--- src/rtl/dmem_lsu.sv ---
`default_nettype none
// ---------------------------------------------------------------------------
// dmem_lsu : RV32 load/store unit in front of the wsync_mem data SRAM
// Rev 1.0
// ---------------------------------------------------------------------------
module dmem_lsu #(
  parameter int          MEM_SIZE  = 4096,
  parameter logic [31:0] BASE_ADDR = 32'h0000_0000,
  localparam int         ADDR_W    = $clog2(MEM_SIZE / 4)
) (
  input  logic              clk_i,
  input  logic              rst_ni,
  input  logic              req_i,
  input  logic              we_i,
  input  logic [2:0]        funct3_i,
  input  logic [31:0]       addr_i,
  input  logic [31:0]       wdata_i,
  output logic [31:0]       rdata_o,
  output logic              ready_o,
  output logic              err_o,
  output logic              busy_o,
  output logic              mem_we_o,
  output logic              mem_re_o,
  output logic [3:0]        mem_ble_o,
  output logic [31:0]       mem_d_o,
  output logic [ADDR_W-1:0] mem_add_o,
  input  logic [31:0]       mem_d_i,
  input  logic              mem_valid_i
);

  typedef enum logic [1:0] {
    S_IDLE   = 2'd0,
    S_ACCESS = 2'd1,
    S_RESP   = 2'd2,
    S_ERR    = 2'd3
  } state_t;

  localparam logic [32:0]       LIMIT   = {1'b0, BASE_ADDR} + 33'(MEM_SIZE);
  localparam logic [ADDR_W+1:0] BASE_LO = BASE_ADDR[ADDR_W+1:0];

  state_t              state_q, state_d;
  logic                we_q, we_d;
  logic [2:0]          f3_q, f3_d;
  logic [ADDR_W+1:0]   off_q, off_d;
  logic [31:0]         wdata_q, wdata_d;
  logic [31:0]         rdata_q, rdata_d;

  logic                legal_f3, aligned, in_range, req_ok;
  logic [1:0]          lane;
  logic [3:0]          ble;
  logic [31:0]         store_d;
  logic [31:0]         shifted;
  logic [31:0]         load_ext;

  // Request checks act on the live inputs; only the accepting IDLE cycle uses them.
  always_comb begin
    legal_f3 = 1'b0;
    aligned  = 1'b1;
    if (we_i) legal_f3 = (funct3_i == 3'b000) || (funct3_i == 3'b001) || (funct3_i == 3'b010);
    else      legal_f3 = (funct3_i == 3'b000) || (funct3_i == 3'b001) || (funct3_i == 3'b010) ||
                         (funct3_i == 3'b100) || (funct3_i == 3'b101);
    if (funct3_i[1:0] == 2'b01)      aligned = (addr_i[0] == 1'b0);
    else if (funct3_i[1:0] == 2'b10) aligned = (addr_i[1:0] == 2'b00);
    in_range = ({1'b0, addr_i} >= {1'b0, BASE_ADDR}) && ({1'b0, addr_i} < LIMIT);
    req_ok   = legal_f3 && aligned && in_range;
  end

  assign lane = off_q[1:0];

  always_comb begin
    ble     = 4'b1111;
    store_d = wdata_q;
    case (f3_q[1:0])
      2'b00: begin
        ble     = 4'b0001 << lane;
        store_d = {4{wdata_q[7:0]}};
      end
      2'b01: begin
        ble     = lane[1] ? 4'b1100 : 4'b0011;
        store_d = {2{wdata_q[15:0]}};
      end
      default: begin
        ble     = 4'b1111;
        store_d = wdata_q;
      end
    endcase
  end

  always_comb begin
    shifted = mem_d_i >> {lane, 3'b000};
    case (f3_q)
      3'b000:  load_ext = {{24{shifted[7]}}, shifted[7:0]};
      3'b001:  load_ext = {{16{shifted[15]}}, shifted[15:0]};
      3'b100:  load_ext = {24'd0, shifted[7:0]};
      3'b101:  load_ext = {16'd0, shifted[15:0]};
      default: load_ext = shifted;
    endcase
  end

  always_ff @(posedge clk_i or negedge rst_ni) begin
    if (!rst_ni) begin
      state_q <= S_IDLE;
      we_q    <= 1'b0;
      f3_q    <= 3'd0;
      off_q   <= '0;
      wdata_q <= 32'd0;
      rdata_q <= 32'd0;
    end else begin
      state_q <= state_d;
      we_q    <= we_d;
      f3_q    <= f3_d;
      off_q   <= off_d;
      wdata_q <= wdata_d;
      rdata_q <= rdata_d;
    end
  end

  always_comb begin
    state_d   = state_q;
    we_d      = we_q;
    f3_d      = f3_q;
    off_d     = off_q;
    wdata_d   = wdata_q;
    rdata_d   = rdata_q;
    rdata_o   = 32'd0;
    ready_o   = 1'b0;
    err_o     = 1'b0;
    busy_o    = 1'b0;
    mem_we_o  = 1'b0;
    mem_re_o  = 1'b0;
    mem_ble_o = 4'b0000;
    mem_d_o   = 32'd0;
    mem_add_o = '0;
    case (state_q)
      S_IDLE: begin
        if (req_i) begin
          we_d    = we_i;
          f3_d    = funct3_i;
          off_d   = addr_i[ADDR_W+1:0] - BASE_LO;
          wdata_d = wdata_i;
          rdata_d = 32'd0;
          state_d = req_ok ? S_ACCESS : S_ERR;
        end
      end
      S_ACCESS: begin
        busy_o    = 1'b1;
        mem_re_o  = ~we_q;
        mem_we_o  = we_q;
        mem_ble_o = ble;
        mem_d_o   = store_d;
        mem_add_o = off_q[ADDR_W+1:2];
        if (mem_valid_i) begin
          rdata_d = we_q ? 32'd0 : load_ext;
          state_d = S_RESP;
        end
      end
      // Strobes stay low here so the SRAM wait counter restarts cleanly.
      S_RESP: begin
        busy_o  = 1'b1;
        ready_o = 1'b1;
        rdata_o = rdata_q;
        state_d = S_IDLE;
      end
      S_ERR: begin
        busy_o  = 1'b1;
        ready_o = 1'b1;
        err_o   = 1'b1;
        state_d = S_IDLE;
      end
      default: state_d = S_IDLE;
    endcase
  end

endmodule
`default_nettype wire

--- config.mk ---
export PLATFORM = sky130hd
export DESIGN_NAME = dmem_lsu
export DESIGN_NICKNAME = d
export VERILOG_FILES = /design/src/rtl/dmem_lsu.sv
export SDC_FILE = /design/constraint.sdc
export NUM_CORES = 1
export LEC_CHECK = 0
export ABC_AREA = 1
export BUFFER_PORTS_ARGS = -buffer_cell sky130_fd_sc_hd__buf_2
export CORE_ASPECT_RATIO = 1.75
export CORE_MARGIN = 1
export CORE_UTILIZATION = 43
export CTS_CLUSTER_DIAMETER = 80
export DETAILED_ROUTE_END_ITERATION = 7
export PLACE_DENSITY = 0.73
export SYNTH_ARGS = -nofsm -noshare
export SYNTH_HDL_FRONTEND = slang
export SYNTH_SLANG_ARGS = --single-unit
--- constraint.sdc ---
create_clock -name clk_i -period 4.16 [get_ports clk_i]
set_clock_uncertainty 0.2 [all_clocks]
set_input_delay 1.04 -clock clk_i [delete_from_list [all_inputs] [get_ports clk_i]]
set_output_delay 1.04 -clock clk_i [all_outputs]
set_load 0.01 [all_outputs]
==> metrics.csv, run 1 <==
metric;value;unit
status;finished clean;
first-pass GRT wire length;21800;um
pin count of the biggest net entering global routing;83;
PwrDens;734;mW/mm^2
Hold Slack;276;ps
maximum vdd ir drop;0.000418;V
vias in the first global route;4719;
GR Layer Usage met1;27.0;%
Top Ports;187;
f_max;268;MHz
met2 Use GR;44.2;%
Residual DRC;0;
Hold Crit Class;reg2reg;
I/O Buffers;186;
Die X;81.0;um
Critical Path End Type;output pin;
Worst-path clk slew;60;ps
Setup violations, final;0;
Worst Setup Start Kind;flip-flop;
unrepaired setup endpoints after global routing;no;
multi-input logic area;0.00210;sq mm
Total Routing Usage GR;25.3;%
Synth Register Bits;82;
Final Max Tran Viols;0;
H-tree depth;3;
yosys warns;0;
setup_tns;0;ps
critical path arrival;2490;ps
filler cell count;1089;
Rel. slew slack;29.3;%
row count;50;
met3 global-route usage;5.93;%
post-route non-filler standard cell count;930;
RD Place Congestion;0.869;
clk sinks;82;
Final period util;89.6;%
Seq/Total Area, Yosys;43.7;%
# nets final;900;
layout cells sized above 1;30.8;%
via count;4737;
Initial Utilization;44.1;%
CTS tree;done;
Iter 0 DRT Violations;212;
Clock Path Buffers;2;
DRT Pass-1 Iters;5;
Skew-Pair Late Insertion Delay;330;ps
CTS Hold Bufs;0;
post-DP HPWL;9890;um
post-CTS sizing;0;
Core Region;0.0106;sq mm
Die Ht;140;um
root buf cell;clkbuf_16;
Netlist cell types;28;
Setup Buffers After CTS;0;
Layout area overhead;25.6;%
CTS buffer count;9;
Netlist Area Pre-Place;0.00469;sq mm
final WL;13500;um
Final WS setup;431;ps
wire per inst;14.5;um
worst path required time;2920;ps
Static Leak;3.23;nW
Total Power;4.33;mW
critical-path maximum fanout;32;
# diodes;0;
number of antenna violations at the first check in global routing;0;
Avg Inst Size Synth;7.41;sq um
Syn Nets;737;
gr busiest metal;met2;
min Tclk post-route;3730;ps
die area;0.0113;sq mm
worst slack at placement;814;ps
Final Hold Vio Count;0;
maxcap violations;0;
global route overflow;0;
Post-DRT Antenna Nets;0;
placed cell count;915;
FF/Latch Area;0.00205;sq mm
worst slew pin tran;1060;ps
drt via density;5.09;
post-synthesis cell count;633;
Setup Crit Path Kind;reg2out;
[sequential cells by signal, indices dropped and copies added (netlist names)]
register,cells
off_q,12
f3_q,3
rdata_q,32
we_q,1
state_q,2
wdata_q,32
[layout by cell type (no fill, tap or decap), drive strengths merged]
master and count:
a21oi 54, clkinvlp 1, nor3 3, bufinv 2, clkinv 3, nand4 2, o21ai 54, buf 192
dfrtp 82, mux2 24, nor2 111, inv 70, nand3 28, clkbuf 11, o22ai 15, or2 1
nand2 147
[where the power goes]
| part | internal (mW) | total [mW] | switching [mW] |
|---|---|---|---|
| sequential | 1.14 | 1.37 | 0.231 |
| clock | 0.540 | 0.851 | 0.311 |
| combinational | 0.751 | 2.11 | 1.36 |
| total | 2.43 | 4.33 | 1.90 |
[critical path, cell delays in order (launching register included)]
cell      delay [ps]
dfrtp_1          800
clkinv_4         390
nand2_1          430
o22ai_1          160
nor3_1           200
buf_2            180
[cells by family (layout without fill, tap and decap cells)]
family,after synthesis,in the layout,synth area share (%)
AOI/OAI and AO/OA,123,123,13.6
buffers and inverters,112,279,11.4
DFF,82,82,43.7
muxes,24,24,5.76
and+or+nand+nor,292,292,25.5
[final timing paths]
check                            start           to  slack, ps  depth (start not counted)
setup / recovery               f3_q[1]  mem_d_o[15]        430                          5
max in group asynchronous       rst_ni     off_q[3]       2420                          1
hold / removal             rdata_q[26]  rdata_q[26]        280                          2
hold reg to reg            rdata_q[26]  rdata_q[26]        280                          2
min in group asynchronous       rst_ni   wdata_q[5]        680                          1
setup reg to reg               f3_q[1]  rdata_q[18]       1600                          7
[cell type report]
type                    count  share of cell area (%)
clock buffers              11                    4.12
clock inverters             4                    1.30
flip-flops and latches     82                    34.8
multi-input cells         439                    35.7
well taps                 130                    2.76
repair buffers            192                    16.6
inverters                  72                    4.71
[cells in the mapped netlist]
| library cell | number | share of area (%) |
|---|---|---|
| nand3_2 | 2 | 0.43 |
| nand2_4 | 1 | 0.24 |
| or2_2 | 1 | 0.13 |
| clkinv_1 | 1 | 0.080 |
| clkinv_4 | 1 | 0.19 |
| buf_4 | 2 | 0.32 |
| nand3_1 | 24 | 2.6 |
| mux2_2 | 24 | 5.8 |
| nand2_1 | 146 | 12 |
| inv_2 | 5 | 0.40 |
| dfrtp_1 | 82 | 44 |
| o21ai_0 | 50 | 5.3 |
| o22ai_1 | 15 | 2.0 |
| buf_2 | 14 | 1.5 |
| nand3_4 | 2 | 0.75 |
| inv_1 | 64 | 5.1 |
| inv_4 | 1 | 0.13 |
| nor2_1 | 109 | 8.7 |
| o21ai_1 | 3 | 0.32 |
| a21oi_1 | 54 | 5.8 |
| buf_1 | 2 | 0.16 |
| nor3_1 | 3 | 0.32 |
| clkbuf_1 | 11 | 0.88 |
| nand4_1 | 2 | 0.27 |
| nor2_4 | 1 | 0.24 |
| nor2_2 | 1 | 0.13 |
| o21ai_2 | 1 | 0.19 |
| buf_6 | 11 | 2.6 |
[routing by layer]
metal,vias to the layer above,wire length (um)
met4,0,618
met5,-,0
li1,2336,-
met2,190,6960
met1,2171,4960
met3,40,923
[metrics by stage]
step	utilization (%)	cell area (sq um)
CTS	55.4	5890
finish	55.4	5890
detailed placement	52.4	5570
floorplan	-	4690
global route	55.4	5890
global placement	52.4	5570
Note: power is estimated with default switching activity, not from simulation.
==> run 2: changes to the inputs <==
==> config.mk (replaced) <==
export PLATFORM = sky130hd
export DESIGN_NAME = dmem_lsu
export DESIGN_NICKNAME = d
export VERILOG_FILES = /design/src/rtl/dmem_lsu.sv
export SDC_FILE = /design/constraint.sdc
export NUM_CORES = 1
export LEC_CHECK = 0
export ABC_AREA = 1
export BUFFER_PORTS_ARGS = -buffer_cell sky130_fd_sc_hd__clkbuf_2
export CORE_ASPECT_RATIO = 1.75
export CORE_MARGIN = 1
export CORE_UTILIZATION = 32
export CTS_CLUSTER_DIAMETER = 80
export DETAILED_ROUTE_END_ITERATION = 7
export PLACE_DENSITY = 0.58
export SYNTH_ARGS = -nofsm -noshare
export SYNTH_HDL_FRONTEND = slang
export SYNTH_SLANG_ARGS = --single-unit
==> metrics.csv, run 2 (synthesis gave the netlist of run 1 again) <==
metric;value;unit
wire per inst;14.6;um
min Tclk post-route;3690;ps
layout cells sized above 1;31.0;%
Final period util;88.7;%
DRT Pass-1 Iters;4;
Final Hold Vio Count;0;
Worst Setup Start Kind;flip-flop;
critical-path maximum fanout;32;
Final WS setup;468;ps
CTS tree;done;
Setup violations, final;0;
Die Ht;162;um
Initial Utilization;32.6;%
Clock Path Buffers;2;
maximum vdd ir drop;0.000380;V
f_max;271;MHz
I/O Buffers;186;
via count;4611;
CTS buffer count;9;
Critical Path End Type;output pin;
# diodes;0;
Layout area overhead;26.9;%
drt via density;4.70;
first-pass GRT wire length;22600;um
status;finished clean;
final WL;14400;um
Iter 0 DRT Violations;192;
Placed Instance Area;0.00564;sq mm
post-route cell area;0.00595;sq mm
Residual DRC;0;
Total Routing Usage GR;19.7;%
commonest non-fill, non-tap cell in the layout;clkbuf_2;
Top Ports;187;
biggest regs;rdata_q: 32 flops, wdata_q: 32 flops, off_q: 12 flops;
Core Region;0.0144;sq mm
unrepaired setup endpoints after global routing;no;
H-tree depth;3;
worst slew pin tran;1060;ps
pin count of the biggest net entering global routing;68;
Final Max Tran Viols;0;
post-DP HPWL;10900;um
Setup Buffers After CTS;0;
row count;58;
critical path arrival;2450;ps
Hold Crit Class;reg2reg;
worst path required time;2920;ps
number of antenna violations at the first check in global routing;0;
most frequent cells in the layout;clkbuf_2 (185), nand2_1 (146), nor2_1 (109);
Post-DRT Antenna Nets;0;
Hold Slack;276;ps
setup_tns;0;ps
PwrDens;722;mW/mm^2
Static Leak;3.19;nW
Rel. slew slack;28.9;%
Worst-path clk slew;60;ps
vias in the first global route;4498;
root buf cell;clkbuf_16;
maxcap violations;0;
# nets final;901;
CTS Hold Bufs;0;
global route overflow;0;
die area;0.0152;sq mm
Die X;93.5;um
post-CTS sizing;0;
final core occ;41.4;%
worst slack at placement;821;ps
Skew-Pair Late Insertion Delay;340;ps
RD Place Congestion;0.819;
Setup Crit Path Kind;reg2out;
clk sinks;82;
==> run 2: changes by cell type in the layout (fill, tap and decap cells not counted), sizes merged <==
cell,previous run,this run
clkbuf,11,194
clkinv,3,2
inv,70,74
bufinv,2,1
clkinvlp,1,2
buf,192,8
==> run 2: path summary, 6_finish.rpt <==
path / from / endpoint / slack [ps] / depth (start not counted)
setup / recovery: f3_q[1] / mem_d_o[31] / 470 / 5
hold / removal: rdata_q[26] / rdata_q[26] / 280 / 2
hold reg to reg: rdata_q[26] / rdata_q[26] / 280 / 2
min in group asynchronous: rst_ni / wdata_q[22] / 610 / 1
setup reg to reg: state_q[0] / rdata_q[8] / 1550 / 7
max in group asynchronous: rst_ni / rdata_q[22] / 2420 / 2
==> run 2: per-stage QoR <==
| step | cells | power, mW |
|---|---|---|
| 2_1_floorplan | 633 | 2.91 |
| 3_3_place_gp | 966 | 3.49 |
| 3_5_place_dp | 966 | 3.51 |
| 4_1_cts | 982 | 4.37 |
| 5_1_grt | 982 | 4.68 |
| 6_report | 982 | 4.30 |
==> run 2: layer usage <==
layer  GRT usage [%]  up-vias  part of all wire, %
met4            8.53        0                  3.4
met5               0        -                    0
met1            21.7     2084                   38
met2            35.3      167                   53
li1                -     2331                    -
met3            4.59       29                  6.4
==> run 2: critical path, cell delays in order, from the launching register on <==
cell,delay [ps]
dfrtp_1,790
clkinv_4,390
nand2_1,430
o22ai_1,160
nor3_1,160
clkbuf_2,160
==> run 2: final cells by class <==
| type | count | area [sq um] |
|---|---|---|
| Multi-Input combinational cell | 439 | 2100 |
| Fill cell | 1546 | 8420 |
| Timing Repair Buffer | 193 | 986 |
| Tap cell | 180 | 225 |
| Clock buffer | 9 | 225 |
| Clock inverter | 7 | 82.6 |
| Inverter | 72 | 278 |
| Sequential cell | 82 | 2050 |
==> run 2: report_power, final <==
group / leakage (nW) / internal, mW / switching [mW] / total [mW]
logic: 2.03 / 0.743 / 1.35 / 2.10
registers: 1.01 / 1.14 / 0.233 / 1.37
clock network: 0.145 / 0.476 / 0.354 / 0.830
